File: config.mk
export PLATFORM = sky130hd
export DESIGN_NAME = auto_vendor_param
export DESIGN_NICKNAME = d
export VERILOG_FILES = /design/src/rtl/auto_vendor_param.sv
export SDC_FILE = /design/constraint.sdc
export NUM_CORES = 1
export LEC_CHECK = 0
export ABC_AREA = 1
export ABC_CLOCK_PERIOD_IN_PS = 3250
export CORE_UTILIZATION = 55
export CTS_CLUSTER_DIAMETER = 150
export DETAILED_ROUTE_END_ITERATION = 12
export PLACE_DENSITY = 0.81
export SYNTH_ARGS = -nofsm -noshare
export SYNTH_HDL_FRONTEND = slang
export SYNTH_SLANG_ARGS = --single-unit
File: constraint.sdc
create_clock -name clk -period 3.25 [get_ports clk]
set_input_delay 0.65 -clock clk [delete_from_list [all_inputs] [get_ports clk]]
set_output_delay 0.65 -clock clk [all_outputs]
set_load 0.1 [all_outputs]
File: src/rtl/auto_vendor_param.sv
// Parametrised coin vending controller: per-drink price and stock, serial change output.
// Optional AUTO_VENDOR_RESTOCK_EN adds restock_valid/restock_id to reload one drink's stock.
module auto_vendor_param #(
  parameter int COIN_W     = 6,
  parameter int SEL_W      = 3,
  parameter int N_DRINKS   = 4,
  parameter int PRICE_BASE = 10,
  parameter int PRICE_STEP = 5,
  parameter int MAX_CREDIT = 50,
  parameter int STOCK_W    = 4,
  parameter int STOCK_INIT = 5
) (
  input  logic              clk,
  input  logic              reset,
  input  logic              coin_valid,
  input  logic [COIN_W-1:0] coin,
  input  logic              choose_valid,
  input  logic [SEL_W-1:0]  drink_choose,
  input  logic              cancel,
`ifdef AUTO_VENDOR_RESTOCK_EN
  input  logic              restock_valid,
  input  logic [SEL_W-1:0]  restock_id,
`endif
  output logic [SEL_W-1:0]  give,
  output logic              give_valid,
  output logic [COIN_W-1:0] refund_coin,
  output logic              refund_valid,
  output logic [COIN_W-1:0] total_coin,
  output logic              busy,
  output logic              reject,
  output logic [N_DRINKS-1:0] sold_out,
  output logic [1:0]        state_dbg
);

  // Handshake: every input is a single-cycle qualifier sampled on the rising edge;
  // give_valid, refund_valid and reject are one-cycle registered strobes with no back-pressure.
  typedef enum logic [1:0] {
    S_IDLE    = 2'd0,
    S_COLLECT = 2'd1,
    S_VEND    = 2'd2,
    S_CHANGE  = 2'd3
  } state_t;

  localparam int PW = COIN_W + 1;
  localparam logic [COIN_W-1:0] C1  = COIN_W'(1);
  localparam logic [COIN_W-1:0] C5  = COIN_W'(5);
  localparam logic [COIN_W-1:0] C10 = COIN_W'(10);

  function automatic logic coin_legal(input logic [COIN_W-1:0] c);
    return (c == C1) || (c == C5) || (c == C10);
  endfunction

  function automatic logic [PW-1:0] price_of(input int k);
    return PW'(PRICE_BASE + k * PRICE_STEP);
  endfunction

  state_t              state_q, state_d;
  logic [COIN_W-1:0]   credit_q, credit_d;
  logic [STOCK_W-1:0]  stock_q [N_DRINKS];
  logic [STOCK_W-1:0]  stock_d [N_DRINKS];
  logic [SEL_W-1:0]    give_q, give_d;
  logic                give_valid_q, give_valid_d;
  logic [COIN_W-1:0]   refund_coin_q, refund_coin_d;
  logic                refund_valid_q, refund_valid_d;
  logic                busy_q, busy_d;
  logic                reject_q, reject_d;
  logic [N_DRINKS-1:0] sold_out_q, sold_out_d;

  logic                sel_ok;
  logic                sel_stock_ok;
  logic [PW-1:0]       sel_price;
  logic [PW-1:0]       credit_ext;
  logic [PW-1:0]       sum_ext;
  logic [COIN_W-1:0]   change_coin;

  always_comb begin
    state_d        = state_q;
    credit_d       = credit_q;
    stock_d        = stock_q;
    give_d         = '0;
    give_valid_d   = 1'b0;
    refund_coin_d  = '0;
    refund_valid_d = 1'b0;
    reject_d       = 1'b0;
    sel_ok         = 1'b0;
    sel_stock_ok   = 1'b0;
    sel_price      = '0;
    change_coin    = '0;
    credit_ext     = {1'b0, credit_q};
    sum_ext        = {1'b0, credit_q} + {1'b0, coin};

    // Decode the requested id by matching; ids 0 and > N_DRINKS match nothing.
    for (int k = 0; k < N_DRINKS; k++) begin
      if (drink_choose == SEL_W'(k + 1)) begin
        sel_ok       = 1'b1;
        sel_stock_ok = (stock_q[k] != '0);
        sel_price    = price_of(k);
      end
    end

    case (state_q)
      S_IDLE: begin
        if (coin_valid) begin
          if (coin_legal(coin)) begin
            credit_d = coin;
            state_d  = S_COLLECT;
          end else begin
            reject_d = 1'b1;
          end
        end
      end

      S_COLLECT: begin
        if (cancel) begin
          state_d  = S_CHANGE;
          reject_d = coin_valid;
        end else if (choose_valid) begin
          reject_d = coin_valid;
          if (sel_ok && sel_stock_ok && (credit_ext >= sel_price)) begin
            state_d      = S_VEND;
            give_d       = drink_choose;
            give_valid_d = 1'b1;
            credit_d     = COIN_W'(credit_ext - sel_price);
            for (int k = 0; k < N_DRINKS; k++) begin
              if (drink_choose == SEL_W'(k + 1)) begin
                stock_d[k] = stock_q[k] - STOCK_W'(1);
              end
            end
          end else begin
            reject_d = 1'b1;
          end
        end else if (coin_valid) begin
          if (coin_legal(coin) && (sum_ext <= PW'(MAX_CREDIT))) begin
            credit_d = sum_ext[COIN_W-1:0];
          end else begin
            reject_d = 1'b1;
          end
        end
      end

      S_VEND: begin
        reject_d = coin_valid;
        state_d  = (credit_q != '0) ? S_CHANGE : S_IDLE;
      end

      S_CHANGE: begin
        reject_d = coin_valid;
        if (credit_q >= C10) begin
          change_coin = C10;
        end else if (credit_q >= C5) begin
          change_coin = C5;
        end else begin
          change_coin = C1;
        end
        refund_coin_d  = change_coin;
        refund_valid_d = 1'b1;
        credit_d       = credit_q - change_coin;
        if (credit_d == '0) begin
          state_d = S_IDLE;
        end
      end

      default: state_d = S_IDLE;
    endcase

    for (int k = 0; k < N_DRINKS; k++) begin
      sold_out_d[k] = (stock_q[k] == '0);
    end

`ifdef AUTO_VENDOR_RESTOCK_EN
    // Applied last so a restock overrides a same-cycle vend of the same drink.
    for (int k = 0; k < N_DRINKS; k++) begin
      if (restock_valid && (restock_id == SEL_W'(k + 1))) begin
        stock_d[k]    = STOCK_W'(STOCK_INIT);
        sold_out_d[k] = 1'b0;
      end
    end
`endif

    busy_d = (state_d == S_VEND) || (state_d == S_CHANGE);
  end

  always_ff @(posedge clk or negedge reset) begin
    if (!reset) begin
      state_q        <= S_IDLE;
      credit_q       <= '0;
      for (int k = 0; k < N_DRINKS; k++) begin
        stock_q[k] <= STOCK_W'(STOCK_INIT);
      end
      give_q         <= '0;
      give_valid_q   <= 1'b0;
      refund_coin_q  <= '0;
      refund_valid_q <= 1'b0;
      busy_q         <= 1'b0;
      reject_q       <= 1'b0;
      sold_out_q     <= '0;
    end else begin
      state_q        <= state_d;
      credit_q       <= credit_d;
      stock_q        <= stock_d;
      give_q         <= give_d;
      give_valid_q   <= give_valid_d;
      refund_coin_q  <= refund_coin_d;
      refund_valid_q <= refund_valid_d;
      busy_q         <= busy_d;
      reject_q       <= reject_d;
      sold_out_q     <= sold_out_d;
    end
  end

  assign give         = give_q;
  assign give_valid   = give_valid_q;
  assign refund_coin  = refund_coin_q;
  assign refund_valid = refund_valid_q;
  assign total_coin   = credit_q;
  assign busy         = busy_q;
  assign reject       = reject_q;
  assign sold_out     = sold_out_q;
  assign state_dbg    = state_q;

endmodule

# [Word-level counts from Yosys, hierarchy flattened]
# Cells that the tools add are included.
[op_classes] reduce_logical=24 n_bitwise=1 n_shift=0 n_div=0 n_eq_ne=18 mul=0 order_cmp=4 muxes=49 addsub=7
[op_table] op="$mux W6" count=9
[op_table] op="$mux W7" count=3
[op_table] op="$mux W1" count=20
[op_table] op="$reduce_and A5 Y1" count=4
[op_table] op="$pmux W6 S3" count=1
[op_table] op="$logic_not A4 Y1" count=4
[op_table] op="$reduce_bool A4 Y1" count=4
[op_table] op="$sub A4 B1 Y4 const B" count=4
[op_table] op="$mux W3" count=5
[op_table] op="$mux W2" count=7
[op_table] op="$sub A6 B6 Y6" count=2
[op_table] op="$ne A3 B3 Y1 const B" count=3
[op_table] op="$eq A2 B2 Y1 const B" count=4
[op_table] op="$mux W4" count=2
[op_table] op="$pmux W2 S4" count=1
[op_table] op="$add A6 B6 Y7" count=1
[op_table] op="$ge A6 B7 Y1" count=1
[op_table] op="$le A7 B6 Y1 const B" count=1
[op_table] op="$reduce_and A7 Y1" count=1
[op_table] op="$eq A3 B2 Y1 const B" count=2
[op_table] op="$eq A6 B1 Y1 const B" count=1
[op_table] op="$eq A6 B3 Y1 const B" count=1
[op_table] op="$eq A6 B4 Y1 const B" count=1
[op_table] op="$ge A6 B3 Y1 const B" count=1
[op_table] op="14 further kinds" count=20
[totals] mem_bits_rw=0 romBits=0 inputBits=14 mem_count=0 latch_bits=0 reg_bits=41 out_inout_bits=25

# [Depth between registers and ports, before layout]
# Gate-level depths: netlist of run 1.
[depth] ltp_word=13 ltp_mapped=18 mapped_depth_nobuf=18

# [Worst setup path after synthesis of run 1]
# OpenSTA, ideal clock, no wires.
[synth_timing] path_kind="register -> register" startpoint="register credit_q[1], in the netlist total_coin[1]" endpoint="register with a tool-made name" period_less_slack_ns=3.071 setup_slack_ns=0.179 path_stages_with_launch=13 t_arrival_ns=2.933 t_required_ns=3.112 setup_time_ns=0.138 cell_sequence="dfrtp_1 > inv_1 > a31oi_1 > inv_1 > ha_1 > inv_1 > fa_1 > nor2_1 > nand3b_1 > nor3_1 > nor2_1 > nor2_1 > a22oi_1"
[synth_lines] item="start, declared" line="58" rtl="logic [COIN_W-1:0] credit_q, credit_d;"
[synth_lines] item="start signal, assigned" line="199" rtl="credit_q <= credit_d;"

# [Final worst setup path of run 1]
[layout_timing] startpoint="input port drink_choose[0]" endpoint="register stock_q[2] (netlist bit)"
[layout_between] elab_chain_cells=8 word_cells_on_any_way=20
[layout_lines] item="start, declared" line="18" rtl="input logic [SEL_W-1:0] drink_choose,"
[layout_lines] item="$eq A3 B1 Y1" line="94" rtl="if (drink_choose == SEL_W'(k + 1)) begin"
[layout_lines] item="$mux W4 / $mux W1 (equally long branches)" line="94"
[layout_lines] item="$mux W7 / $mux W1 (equally long branches) (3 in series)" line="94"
[layout_lines] item="$ge A6 B7 Y1 / $logic_and A1 B1 Y1 (equally long branches)" line="119" rtl="if (sel_ok && sel_stock_ok && (credit_ext >= sel_price)) begin"
[layout_lines] item="$logic_and A1 B1 Y1" line="119"
[layout_lines] item="$reduce_and A5 Y1 (no line) (*)"
[layout_lines] item="end signal, assigned by index" line="188" rtl="stock_q[k] <= STOCK_W'(STOCK_INIT);"
[layout_lines] item="end signal, assigned" line="200" rtl="stock_q <= stock_d;"
[layout_lines] item="end, declared" line="59" rtl="logic [STOCK_W-1:0] stock_q [N_DRINKS];"
# Mark *: on every way between the ends. The rest lies on a longest branch, timed or not.
# A chain may end at the register's enable or synchronous reset.

==> flow_metrics.tcl, run 1 <==
set metrics [dict create \
    cp_max_fo 6 \
    multiInputGateArea_sq_um 1490 \
    portBuffers 36 \
    die_y_um 71.89 \
    hold_buffers 0 \
    setup_viol 0 \
    slowest_delay_ns 0.54 \
    yosys-top-cells-area "dfrtp_1 27%, nand2_1 12%, ha_1 8.8%" \
    slew_violations 0 \
    wl_um 5947 \
    synth_cell_types 35 \
    antenna_cells 0 \
    drive_above_1_share_pct 15.53 \
    ys_ff_latch 37 \
    cts_buffers 5 \
    relSlewSlack_pct 46.19 \
    path_cells "clkdlybuf4s50_1 -> nor3_1 -> buf_4 -> or2_2 -> ha_1 -> inv_1 -> nand3_1 -> nand3_1 -> nand2_1 -> nand3_1 -> nand2_2 -> nor2_4 -> nand3_4 -> nor2_4 -> o21ai_0 -> o21ai_0" \
    arrival_ns 3.12 \
    cts.sinks 37 \
    h-tree-depth 2 \
    clock_skew_ns 0.005834 \
    rsz0062_at_grt "no" \
    critPathCaptureType "register" \
    drcViolationCount 0 \
    antenna_found_initial 0 \
    rrSetupSlack_ns 0.52 \
    top_level_ports 39 \
    place_hpwl_um 4574 \
    syn_avg_cell_area_sq_um 7.400 \
    critPathMostFrequentCell "nand3_1" \
    hold_ws_ns 0.4571 \
    yosys_warnings 0 \
    cp.required_ns 3.46 \
    die_width_um 71.89 \
    layout.nets 448 \
    critical_path_class "primary input to register" \
    start_kind "primary input" \
    final_common_cell "nand2_1" \
    initial_core_util_pct 56.87 \
    viasPerCell 5.113 \
    r2r_cells 14 \
    p_leak_nw 1.706 \
    ys_seq_area_share_pct 34.84 \
    synthCells 363 \
    gp_congestion 0.8953 \
    synth_top_area_cell "dfrtp_1" \
    path_delay_family "simple AND/OR/NAND/NOR gates" \
    finalCritPeriodShare_pct 89.65 \
    power_density_nw_per_um2 1109 \
    max_freq_mhz 343.2 \
    rows 25 \
    maxCapViolCount 0 \
    core_sq_um 4723 \
    clk_pin_slew_worst_paths_ns 0.07 \
    cts_resized 0 \
    area_delta_synth_final_pct 19.05 \
    cp-startpoint "drink_choose[0]" \
    drtPass1Iterations 4 \
    crit_path_top_delay_cell "clkdlybuf4s50_1" \
    grt_pass1_wl_um 10160 \
    instances_no_fill 479 \
    wire_per_inst_um 12.42 \
    nFillCells 425 \
    clock_latency_ns 0.28 \
    dp_slack_ns -0.02233 \
    grt_overflow_total 0 \
    seq_area_sq_um 935.9 \
    cts-root-buf "clkbuf_8" \
    setup_slack_ns 0.3365 \
    drtIter0Drc 118 \
    grt_max_degree 38 \
    layout_min_cycle_time_ns 2.914 \
    vdd_drop_max_mv 1.198 \
    worst_pin_slew_ns 0.8072 \
    gr-usage-all-layers_pct 25.40 \
    hold_viol 0 \
    most-common-layout-cells "85 x nand2_1, 56 x inv_1, 34 x nor2_1, 34 x buf_4, 31 x nand3_1" \
    vias 2449 \
    yosysTopAreaCellShare_pct 27.01 \
    syn_area_sq_um 2686 \
    ant_nets 0 \
    min_path_type "primary input to async pin" \
    dpl.cell_count 472 \
    die-area_sq_um 5167 \
    cts_buffer_depth 2 \
    reg2reg_from "total_coin[3]" \
    post_cts_buffers 0 \
    status "completed" \
    crit_buf_inv 3 \
    tritoncts "yes" \
    grt_pass1_vias 2252 \
]
cell families after synthesis:
group / synth area share [%]
AOI/OAI and AO/OA: 10.67
xor gates and xnor gates: 4.239
adders and majority gates: 11.09
buffers and inverters: 9.921
DFF: 34.84
other: 0.1396
and+or+nand+nor: 29.11
cell usage after synthesis:
master / number
a21oi_1: 17
a22oi_1: 1
a31oi_1: 1
buf_2: 1
buf_4: 4
clkbuf_1: 1
clkinv_1: 1
conb_1: 1
dfrtp_1: 29
dfstp_2: 8
fa_1: 3
ha_1: 19
inv_1: 56
inv_2: 2
inv_4: 1
nand2_1: 86
nand2_2: 2
nand2_4: 3
nand3_1: 31
nand3_4: 1
nand3b_1: 5
nand4_1: 3
nor2_1: 34
nor2_4: 3
nor3_1: 2
o2111ai_1: 1
o211ai_1: 4
o21ai_0: 19
o21ai_1: 6
o21bai_1: 1
o221ai_1: 1
o31ai_1: 1
or2_2: 2
xnor2_1: 4
xor2_1: 9
worst register-to-register path, cell delays in order (launching register included):
cell and delay (ns):
dfrtp_1 0.52, inv_1 0.08, nand2_1 0.10, inv_1 0.05, a31oi_1 0.18, inv_1 0.16
ha_1 0.21, inv_1 0.09, fa_1 0.46, nor2_1 0.12, nand3b_1 0.08, nor3_1 0.19
nor2_1 0.06, nor2_1 0.21, a22oi_1 0.09
where the power goes:
group          switching, W  internal, W
logic               0.00173     0.000819
registers         0.0000972     0.000602
clock network      0.000153     0.000146
total               0.00198      0.00157
flip-flops by register name (all words and copies together) (netlist names), named ones only:
signal / flops
refund_valid: 1
sold_out: 4
total_coin: 6
stock_q: 16
give_valid: 1
state_dbg: 1
reject: 1
give: 3
refund_coin: 3
metrics by stage:
stage | power [W] | setup TNS [ns] | area [sq um] | utilization (%)
CTS | 0.003541 | 0 | 3193 | 67.60
global placement | 0.003186 | -0.006660 | 3115 | 65.96
detailed placement | 0.003223 | -0.1052 | 3115 | 65.96
floorplan | 0.002654 | 0 | 2690 | -
finish | 0.003547 | 0 | 3198 | 67.71
global route | 0.003850 | 0 | 3198 | 67.71
routing by layer:
metal	vias to the layer above	track usage, %	share of wire [%]	wire (um)
met3	10	4.219	3.8	225
met4	0	5.882	1.1	68
met2	62	43.29	47	2798
met5	-	0	0	0
li1	1257	-	-	-
met1	1120	33.90	48	2854
area by class of cell:
cell class | count | area share [%]
clock buffers | 6 | 2.269
clock inverters | 1 | 0.1565
inverters | 60 | 7.120
multi-input cells | 261 | 46.60
flip-flops and latches | 37 | 29.26
well taps | 67 | 2.621
repair buffers | 47 | 11.97
worst max-delay path by stage:
| stage | end | slack [ns] | cells past startpoint |
|---|---|---|---|
| after CTS | total_coin[4] | 0.26 | 19 |
| final | stock_q[2] | 0.34 | 16 |
| after detailed placement | total_coin[4] | -0.02 | 19 |
| after floorplan | register | 0.18 | 12 |
| after global placement | total_coin[4] | -0.007 | 19 |
| after global routing | stock_q[6] | 0.11 | 16 |
Note: power is estimated with default switching activity, not from simulation.
==> run 2: changes to the inputs <==
--- a/config.mk
+++ b/config.mk
@@ -7,6 +7,7 @@
 export LEC_CHECK = 0
 export ABC_AREA = 1
 export ABC_CLOCK_PERIOD_IN_PS = 3250
+export CORE_ASPECT_RATIO = 0.6
 export CORE_UTILIZATION = 55
 export CTS_CLUSTER_DIAMETER = 150
 export DETAILED_ROUTE_END_ITERATION = 12
==> run 2 against run 1 <==
  * Clock skew shrank 0.0029 ns
  * Global-route usage grew 2.2 points
  * First-iteration DRC count grew 60%
  * Core utilization grew 1.1 points
  * Wire length grew 10%
  * Register-to-register slack lost 0.08 ns
  * Via count grew 2.6%
  * Critical path depth shrank 1
  * Worst hold slack lost 0.016 ns
  * Maximum frequency shrank 2.3%
  * Critical endpoint is now total_coin[3]
==> flow_metrics.tcl, run 2 (synthesis gave the netlist of run 1 again) <==
set metrics [dict create \
    die_y_um 56.14 \
    viasPerCell 5.313 \
    r2r_cells 18 \
    top_register "stock_q" \
    start_kind "primary input" \
    cts-root-buf "clkbuf_8" \
    layout.nets 445 \
    wl_met2_um 2566 \
    final_common_cell "nand2_1" \
    relSlewSlack_pct 47.68 \
    ant_nets 0 \
    drcViolationCount 0 \
    rows 19 \
    most-common-layout-cells "86 x nand2_1, 56 x inv_1, 34 x nor2_1" \
    setup_slack_ns 0.2668 \
    crit_path_end "total_coin[3]" \
    drive_above_1_share_pct 15.12 \
    min_path_type "primary input to async pin" \
    maxCapViolCount 0 \
    area_delta_synth_final_pct 18.72 \
    top_level_ports 39 \
    largest_register_ffs 16 \
    setup_tns_ns 0 \
    max_freq_mhz 335.2 \
    vias 2513 \
    multiInputGateArea_sq_um 1488 \
    hold_buffers 0 \
    antenna_found_initial 0 \
    gp_congestion 0.9459 \
    clk_pin_slew_worst_paths_ns 0.07 \
    core_sq_um 4636 \
    grt_pass1_vias 2205 \
    final_util_pct 68.80 \
    rsz0062_at_grt "no" \
    critPathCaptureType "register" \
    drtIter0Drc 189 \
    finalCritPeriodShare_pct 91.79 \
    slew_violations 0 \
    initial_core_util_pct 57.95 \
    highest_layer "met4" \
    cp_max_fo 7 \
    h-tree-depth 2 \
    critical_path_class "primary input to register" \
    layout_min_cycle_time_ns 2.983 \
    place_hpwl_um 5239 \
    dpl.cell_count 465 \
    cp.required_ns 3.43 \
    setup_viol 0 \
    hold_viol 0 \
    wire_per_inst_um 13.86 \
    post_cts_buffers 0 \
    worst_pin_slew_ns 0.7848 \
    grt_overflow_total 0 \
    reg2reg_from "total_coin[4]" \
    portBuffers 36 \
    grt_max_degree 38 \
    cts.sinks 37 \
    dp_slack_ns 0.01077 \
    drtPass1Iterations 6 \
    cts_buffers 5 \
    cts_buffer_depth 2 \
    cts_resized 0 \
    die-area_sq_um 5177 \
    m1WireLength_um 3296 \
    instances_no_fill 473 \
    antenna_cells 0 \
    clock_latency_ns 0.29 \
    status "completed" \
    arrival_ns 3.16 \
    gr-usage-all-layers_pct 27.59 \
    tritoncts "yes" \
    cp-startpoint "coin[0]" \
    clock_skew_ns 0.002938 \
    grt_pass1_wl_um 10780 \
    wl_um 6556 \
    nFillCells 417 \
    met3_length_um 633 \
    seq_area_sq_um 935.9 \
    rrSetupSlack_ns 0.44 \
    die_width_um 92.23 \
]
==> run 2: layout make-up <==
type / count / area share (%)
multi-input combinational: 261 / 46.65
sequential: 37 / 29.34
timing repair buffer: 44 / 11.22
inverter: 60 / 7.140
clock buffer: 7 / 3.021
tap: 63 / 2.472
clock inverter: 1 / 0.1569
==> run 2: worst min-delay path by stage <==
stage / end / slack, ns
2_1_floorplan: async pin / 0.35
3_3_place_gp: stock_q[15] / 0.45
3_5_place_dp: stock_q[15] / 0.46
4_1_cts: sold_out[2] / 0.47
5_1_grt: refund_coin[0] / 0.50
6_report: sold_out[2] / 0.44
==> run 2: worst max-delay path, stage by stage <==
cell	delay, ns
clkdlybuf4s50_1	0.48
ha_1	0.22
inv_1	0.07
fa_1	0.41
nand3b_1	0.22
nand2_1	0.09
nand2_1	0.06
o21ai_0	0.21
nor2_1	0.07
nand2_1	0.12
nand2_1	0.06
nand2_1	0.06
nand2_1	0.17
nand3_1	0.19
nand2_1	0.07
==> run 2: routing by layer <==
layer | global-route usage [%] | vias to the layer above
li1 | - | 1247
met1 | 42.38 | 1159
met2 | 37.21 | 101
met3 | 8.060 | 6
met4 | 7.589 | 0
met5 | 0 | -
==> run 2: through the flow <==
step,instance area [sq um],hold WS [ns]
2_1_floorplan,2690,0.3544
3_3_place_gp,3088,0.4540
3_5_place_dp,3088,0.4592
4_1_cts,3189,0.4688
5_1_grt,3189,0.5002
6_report,3189,0.4409
Power of run 2 is not shown: default switching activity piles up to over one toggle a cycle in this logic, so the estimate is an artifact.
